<file path="src/rtl/serial_frame_pkg.sv">
// Shared types and line levels for the serial frame transmitter and matching receiver.
// Optional parity is selected in the transmitter with SERIAL_FRAME_TX_PARITY_EN.
package serial_frame_pkg;

    typedef enum logic [2:0] {
        IDLE   = 3'd0,
        START  = 3'd1,
        DATA   = 3'd2,
        PARITY = 3'd3,
        STOP   = 3'd4
    } tx_state_t;

    localparam logic LINE_IDLE   = 1'b1;
    localparam logic START_LEVEL = 1'b0;
    localparam logic STOP_LEVEL  = 1'b1;

    // Counter width that never collapses to zero bits (a divide-by-1 still needs a register).
    function automatic int unsigned min1_clog2(input int unsigned value);
        return (value <= 1) ? 1 : $clog2(value);
    endfunction

endpackage

</file>
<file path="src/rtl/serial_frame_tx_bit_timer.sv">
// Per-bit cycle timer: counts 0..CLKS_PER_BIT-1 and flags the terminal count.
// Held at zero while clear is high so every bit period starts from a fresh count.
module frame_bit_timer
    import serial_frame_pkg::*;
#(
    parameter int CLKS_PER_BIT = 4
) (
    input  logic clk,
    input  logic rst,
    input  logic en,
    input  logic clear,
    output logic bit_done
);

    localparam int TW = min1_clog2(CLKS_PER_BIT);
    localparam logic [TW-1:0] TERM = TW'(CLKS_PER_BIT - 1);

    logic [TW-1:0] cnt_q;
    logic [TW-1:0] cnt_d;

    always_comb begin
        cnt_d = cnt_q;
        if (clear || (cnt_q == TERM)) begin
            cnt_d = '0;
        end else begin
            cnt_d = cnt_q + TW'(1);
        end
    end

    always_ff @(posedge clk) begin
        if (!rst) begin
            cnt_q <= '0;
        end else if (en) begin
            cnt_q <= cnt_d;
        end
    end

    assign bit_done = (cnt_q == TERM);

endmodule

</file>
<file path="src/rtl/serial_frame_tx.sv">
// Idle-high LSB-first serializer: start, DATA_W data bits, optional even parity, stop.
// Define SERIAL_FRAME_TX_PARITY_EN to insert the parity bit between data and stop.
module serial_frame_tx
    import serial_frame_pkg::*;
#(
    parameter int DATA_W       = 8,
    parameter int CLKS_PER_BIT = 4
) (
    input  logic              clk,
    input  logic              rst,
    input  logic              en,
    input  logic [DATA_W-1:0] tx_data,
    input  logic              tx_valid,
    output logic              tx_ready,
    output logic              dataout,
    output logic              busy
);

    localparam int CW = $clog2(DATA_W);
    localparam logic [CW-1:0] LAST_BIT = CW'(DATA_W - 1);

    tx_state_t         state_q;
    logic [DATA_W-1:0] shift_q;
    logic [CW-1:0]     bit_cnt_q;
    logic              dataout_q;
    logic              busy_q;
    logic              bit_done;
    logic              accept;
    logic              timer_clear;
`ifdef SERIAL_FRAME_TX_PARITY_EN
    logic              parity_q;
`endif

    assign tx_ready    = rst && en && (state_q == IDLE);
    assign accept      = tx_valid && tx_ready;
    // Every state change happens on a terminal count, so only IDLE needs to pin the timer.
    assign timer_clear = (state_q == IDLE);

    frame_bit_timer #(
        .CLKS_PER_BIT(CLKS_PER_BIT)
    ) u_bit_timer (
        .clk     (clk),
        .rst     (rst),
        .en      (en),
        .clear   (timer_clear),
        .bit_done(bit_done)
    );

    // dataout is loaded with the level of the state being entered, so the line is registered.
    always_ff @(posedge clk) begin
        if (!rst) begin
            state_q   <= IDLE;
            shift_q   <= '0;
            bit_cnt_q <= '0;
            dataout_q <= LINE_IDLE;
            busy_q    <= 1'b0;
`ifdef SERIAL_FRAME_TX_PARITY_EN
            parity_q  <= 1'b0;
`endif
        end else if (en) begin
            case (state_q)
                IDLE: begin
                    if (accept) begin
                        shift_q   <= tx_data;
                        bit_cnt_q <= '0;
                        state_q   <= START;
                        dataout_q <= START_LEVEL;
                        busy_q    <= 1'b1;
`ifdef SERIAL_FRAME_TX_PARITY_EN
                        parity_q  <= ^tx_data;
`endif
                    end
                end
                START: begin
                    if (bit_done) begin
                        state_q   <= DATA;
                        dataout_q <= shift_q[0];
                    end
                end
                DATA: begin
                    if (bit_done) begin
                        shift_q <= shift_q >> 1;
                        if (bit_cnt_q == LAST_BIT) begin
                            bit_cnt_q <= '0;
`ifdef SERIAL_FRAME_TX_PARITY_EN
                            state_q   <= PARITY;
                            dataout_q <= parity_q;
`else
                            state_q   <= STOP;
                            dataout_q <= STOP_LEVEL;
`endif
                        end else begin
                            bit_cnt_q <= bit_cnt_q + CW'(1);
                            dataout_q <= shift_q[1];
                        end
                    end
                end
`ifdef SERIAL_FRAME_TX_PARITY_EN
                PARITY: begin
                    if (bit_done) begin
                        state_q   <= STOP;
                        dataout_q <= STOP_LEVEL;
                    end
                end
`endif
                STOP: begin
                    if (bit_done) begin
                        state_q   <= IDLE;
                        dataout_q <= LINE_IDLE;
                        busy_q    <= 1'b0;
                    end
                end
                default: begin
                    state_q   <= IDLE;
                    dataout_q <= LINE_IDLE;
                    busy_q    <= 1'b0;
                end
            endcase
        end
    end

    assign dataout = dataout_q;
    assign busy    = busy_q;

endmodule

</file>
<file path="config.mk">
export PLATFORM = sky130hd
export DESIGN_NAME = serial_frame_tx
export DESIGN_NICKNAME = d
export VERILOG_FILES = /design/src/rtl/serial_frame_pkg.sv /design/src/rtl/serial_frame_tx_bit_timer.sv /design/src/rtl/serial_frame_tx.sv
export SDC_FILE = /design/constraint.sdc
export NUM_CORES = 1
export LEC_CHECK = 0
export CAP_MARGIN = 10
export CORE_ASPECT_RATIO = 0.8
export CORE_MARGIN = 5
export CORE_UTILIZATION = 56
export DETAILED_ROUTE_END_ITERATION = 12
export HOLD_SLACK_MARGIN = 0.1
export PLACE_DENSITY = 0.91
export SYNTH_ARGS = -nofsm -noshare
export SYNTH_HDL_FRONTEND = slang
export SYNTH_SLANG_ARGS = --single-unit
</file>
<file path="constraint.sdc">
create_clock -name clk -period 2.35 [get_ports clk]
set_clock_uncertainty 0.1 [all_clocks]
set_input_delay 0.47 -clock clk [delete_from_list [all_inputs] [get_ports clk]]
set_output_delay 0.47 -clock clk [all_outputs]
set_load 0.05 [all_outputs]
</file>
# ---- Yosys cells after proc, flatten, opt, wreduce, memory -nomap -nowiden
# Index checks and enable logic that the tools add are counted.
dict set report word_totals {
  regBits 18
  inputBits 12
  output_inout_bits 3
  elab_cells 53
}
dict set report classes {
  n_addsub 2
  eq_ne 10
  n_mux 23
  n_bitwise 1
  n_reduce_logical 11
}
# operator count
set op_table {}
lappend op_table {{3-bit 2-to-1 mux} 8}
lappend op_table {{8-bit 2-to-1 mux} 2}
lappend op_table {{8-bit case mux with 2 select lines} 1}
lappend op_table {{3-bit case mux with 4 select lines} 1}
lappend op_table {{2-bit inequality test, second input constant} 5}
lappend op_table {{4-bit AND reduction} 2}
lappend op_table {{1-bit 2-to-1 mux} 7}
lappend op_table {{3-bit == test, second input constant} 2}
lappend op_table {{3-bit case mux with 2 select lines} 1}
lappend op_table {{6-bit AND reduction} 1}
lappend op_table {{5-bit AND reduction} 1}
lappend op_table {{1-bit case mux with 4 select lines} 1}
lappend op_table {{3-bit by 1-bit adder with 3-bit output, second input constant} 1}
lappend op_table {{3-bit by 1-bit == test with 1-bit output, second input constant} 1}
lappend op_table {{3-bit by 2-bit == test with 1-bit output, second input constant} 1}
lappend op_table {{1-bit logical AND} 3}
lappend op_table {{3-bit zero test} 1}
lappend op_table {{1-bit case mux with 3 select lines} 1}
lappend op_table {{2-bit by 1-bit adder with 2-bit output, second input constant} 1}
lappend op_table {{2-bit == test, second input constant} 1}
lappend op_table {{2-bit 2-to-1 mux} 1}
lappend op_table {{2-bit nonzero test} 1}
lappend op_table {{2-bit OR reduction} 1}
lappend op_table {{1-bit logical OR} 1}
lappend op_table {{1-bit inverter} 1}

# ---- Depth between registers and ports, before layout
dict set report logic_depth {
  depth_word 5
  mapped_depth 6
}

# ---- Cells and area by module
# Synthesis repeated with hierarchy kept, for this count alone.
dict set report unflattened {
  hier_cells 102
  area_unflattened_um2 983.4
}
# module n_inst cells_each area_each_um2
set by_module_without_submodules {}
lappend by_module_without_submodules {serial_frame_tx 1 93 875.8}
lappend by_module_without_submodules {frame_bit_timer 1 9 107.6}

# ---- Least setup slack after synthesis
# Ideal clock, no wire load.
dict set report synth_path {
  kind {reg2out}
  from {register state_q[1]}
  to {output tx_ready}
  arrival_ps 1294
  required_ps 1780
  path_slack_ps 486
  path_stages_with_launch 4
  n_path_buf 1
  path_cell_list {dfxtp_1 > buf_4 > nor3_1 > and3_1}
}
dict set report synth_via {
  elab_chain_cells 2
}
# item line_no
set synth_rtl {}
lappend synth_rtl {{start: declaration} serial_frame_tx.sv:22} ;# tx_state_t state_q;
lappend synth_rtl {{start signal: assignment} serial_frame_tx.sv:52} ;# state_q <= IDLE;
lappend synth_rtl {{start signal: assignment} serial_frame_tx.sv:66} ;# state_q <= START;
lappend synth_rtl {{start signal: assignment} serial_frame_tx.sv:76} ;# state_q <= DATA;
lappend synth_rtl {{3-bit zero test} serial_frame_tx.sv:34} ;# assign tx_ready = rst && en && (state_q == IDLE);
lappend synth_rtl {{1-bit logical AND} serial_frame_tx.sv:34}
lappend synth_rtl {{end: declaration} serial_frame_tx.sv:14} ;# output logic tx_ready,
# Every way passes these cells.

# ---- Worst setup path in the final report
# Same ends and word-level chain as after synthesis.

==> key figures <==
Outcome
  – Status: completed

Synthesis
  – Post-synthesis sequential element count: 18
  – Summed instance area of the synthesized netlist: 1027 µm²
  – Gate Count Post-Synth: 110
  – Cell variety after synth: 34
  – Per-instance average area after synthesis: about 9.3 µm²
  – EDFF count, synth: 0
  – Ys flop type: dfxtp_1
  – Sequential element share of the synthesized area: 35.08%
  – Top cells by instance count after synthesis: 20 x nor2_1, 18 x dfxtp_1, 14 x mux2i_1
  – Top area cells in the synthesized netlist: dfxtp_1 35%, mux2i_1 14%, nor2_1 7.3%
  – Async S/R FF share, synth: 0%
  – Synthesized Nets: 125
  – Post-synth top area share: 35.08%
  – Library cell with the largest summed area after synthesis: dfxtp_1
  – Synthesis Warnings: 0
  – Most frequently used cell type in the post-synthesis netlist: nor2_1

Floorplan
  – Placement Rows: 13
  – Die Area: 2796 µm²
  – I/O pin total: 15
  – Effective utilization at floorplan: 61.31%
  – Vertical extent of the die: 48.31 µm
  – Width of the die: between 50 and 60 µm
  – Core area: roughly 1700 µm²

CTS
  – Hold_buf cts: 0
  – Buffer type at the clock tree root: clkbuf_4
  – Worst-case clock buffer depth: 2
  – CTS sink cnt: 18
  – Post-CTS resize count: 0
  – Post-CTS clock slew at the launch and capture registers of the worst setup and hold paths: 0.11 ns
  – Post-CTS Setup Bufs: 0
  – Depth of the CTS H-tree: 1
  – TritonCTS clock tree: built
  – Clock insertion delay at the later pin of the skew report: ~0.30 ns
  – Inserted Clock Buffers: 3

Critical path
  – WP data arrival: 1.62 ns
  – Critical path, cell by cell: nor3_1 > and3_1 > buf_12
  – Type of destination of the critical path: primary output
  – Worst path max stage delay: 0.46 ns
  – Data required time at the worst endpoint: 1.78 ns
  – Class of the most critical setup path: register to primary output
  – Library cell contributing the largest single delay on the critical path: dfxtp_1
  – Bufs and invs on worst path: 1
  – Flop2flop setup slack: ~0.55 ns
  – Largest driver fanout on the critical path: 14
  – Kind of launch point of the worst setup path: register
  – Category of cells accounting for the largest share of critical-path delay: simple AND/OR/NAND/NOR gates

Placement
  – Number of port buffers: 14
  – Gp weighted congestion: about 0.82
  – Half-perimeter wire length after placement: approximately 1500 µm

Route
  – Number of DRC markers in iteration 0: 22
  – Total number of vias: 830
  – Drt via density: approximately 5.6
  – Number of optimization iterations in the first detailed-route pass: 4
  – Aggregate routed wire length: 1998 µm
  – DRC: 0
  – Number of routed nets with antenna violations: 0
  – Wirelength per Cell: roughly 14 µm

Global route
  – Vias in the first global route: a little under 800
  – Tot GR Track Use: between 10% and 20%
  – Pin count of the biggest net entering global routing: 18
  – Antenna violations before repair: 0
  – Global-route wire length before repair: ~3500 µm
  – Gr ovfl total: 0

Pwr
  – Share of total power in the clock network: 29.4%
  – Proportion of power drawn by combinational gates: 19.6%
  – Internal Dissipation: between 0.4 and 0.5 mW
  – Pwr Density: 531.1 nW/µm²
  – Psw: 0.1746 mW
  – Leakage: 0.4582 nW
  – Sequential cell fraction of total power: 51.0%
  – Peak supply drop: 0.5874 mV
  – Sw Ratio: 26.82%
  – Post-layout total power: roughly 0.65 mW

Layout
  – Count of filler cells inserted in the layout: 118
  – Final net count: 141
  – Total inserted antenna cells: 0
  – Area growth from synthesis to final layout: 19.37%
  – Fraction of layout instances using a drive strength above 1: 14.40%

STA
  – Max_slew headroom: 65.25%
  – Count of final max-slew check failures: 0
  – Actual slew at the worst max-slew pin: ~0.52 ns
  – Post-route fraction of the period consumed by the critical path: roughly 93%
  – Number of setup violations in the final report: 0
  – Min cycle time layout: 2.195 ns
  – RSZ-0062 raised after global routing: no
  – Setup Total Neg Slack: 0 ns
  – FMAX: 0.4557 GHz
  – Number of hold violations in the final report: 0

Job
  – Number of max-cap violations: 0

Hold path
  – Worst hold path class: register to register
-- per-layer routing --
layer / vias to the layer above / wire length (µm) / GRT usage, %
met4: 0 / 28 / 3.475
met1: 384 / 931 / 19.75
li1: 425 / - / -
met3: 4 / 84 / 5.026
met2: 17 / 954 / 25.38
met5: - / 0 / 0
-- power groups by stage --
stage / combinational, mW / clock [mW] / sequential (mW)
after global placement: 0.124 / 0 / 0.338
after floorplan: 0.0785 / 0 / 0.343
after global routing: 0.138 / 0.209 / 0.335
after detailed placement: 0.127 / 0 / 0.339
after CTS: 0.128 / 0.195 / 0.332
final: 0.128 / 0.191 / 0.332
-- tightest hold or removal path: cells and delay by family, from the launching register on --
family          cells  cell delay [ns]
simple gates        1             0.09
flops               1             0.32
compound gates      1             0.05
-- state kept, by name (all words and copies together) (netlist names) --
signal	count
shift_q	8
state_q	3
u_bit_timer.cnt_q	2
busy	1
dataout	1
bit_cnt_q	3
-- metrics by stage --
step / hold slack [ns] / instance area (µm²) / instances / util, % / setup slack, ns
floorplan: 0.3601 / 1027 / 110 / - / 0.4857
global placement: 0.3766 / 1190 / 143 / 71.02 / 0.2466
detailed placement: 0.3924 / 1190 / 143 / 71.02 / 0.2178
CTS: 0.4066 / 1226 / 147 / 73.19 / 0.1809
global route: 0.4321 / 1226 / 147 / 73.19 / 0.06091
finish: 0.4020 / 1226 / 147 / 73.19 / 0.1555
-- cells in the final DEF (no fill, tap or decap), types with 2 or more instances in the layout --
master,n
dfxtp_1,18
ha_1,3
a211oi_2,3
a31oi_1,2
o2bb2a_1,2
nor2b_1,3
nand3_1,2
nand2_1,5
mux2i_1,14
nor3_1,3
inv_1,4
o211ai_1,2
nor2_1,20
buf_4,4
clkbuf_4,3
a211oi_1,4
clkdlybuf4s50_1,13
nor3b_1,2
o21ai_0,2
-- cell families after synthesis --
kind of cell,after synthesis,share of synthesized area (%)
AND/OR/NAND/NOR,40,20.71
AO/OA/AOI/OAI,23,20.22
flip-flops,18,35.08
multiplexers,14,13.64
buffers and inverters,11,5.845
adder cells (fa/ha/maj),3,3.654
XOR/XNOR,1,0.8528
-- cell type report --
| class | instances | area, µm² | area share [%] |
|---|---|---|---|
| Multi-Input combinational cell | 81 | 606.8 | 49.49 |
| Sequential cell | 18 | 360.3 | 29.39 |
| Timing Repair Buffer | 18 | 180.2 | 14.69 |
| Clock buffer | 4 | 36.28 | 2.959 |
| Tap cell | 22 | 27.53 | 2.245 |
| Inverter | 4 | 15.01 | 1.224 |
-- path summary, 6_finish.rpt --
kind,startpoint,end,depth (start not counted)
setup / recovery,state_q[1]$_SDFFE_PN0P_,tx_ready,3
hold / removal,shift_q[4]$_SDFFE_PN0P_,shift_q[4]$_SDFFE_PN0P_,2
setup reg to reg,u_bit_timer.cnt_q[0]$_SDFFE_PN0P_,shift_q[7]$_SDFFE_PN0P_,5
hold reg to reg,shift_q[4]$_SDFFE_PN0P_,shift_q[4]$_SDFFE_PN0P_,2
Note: power is estimated with default switching activity, not from simulation.
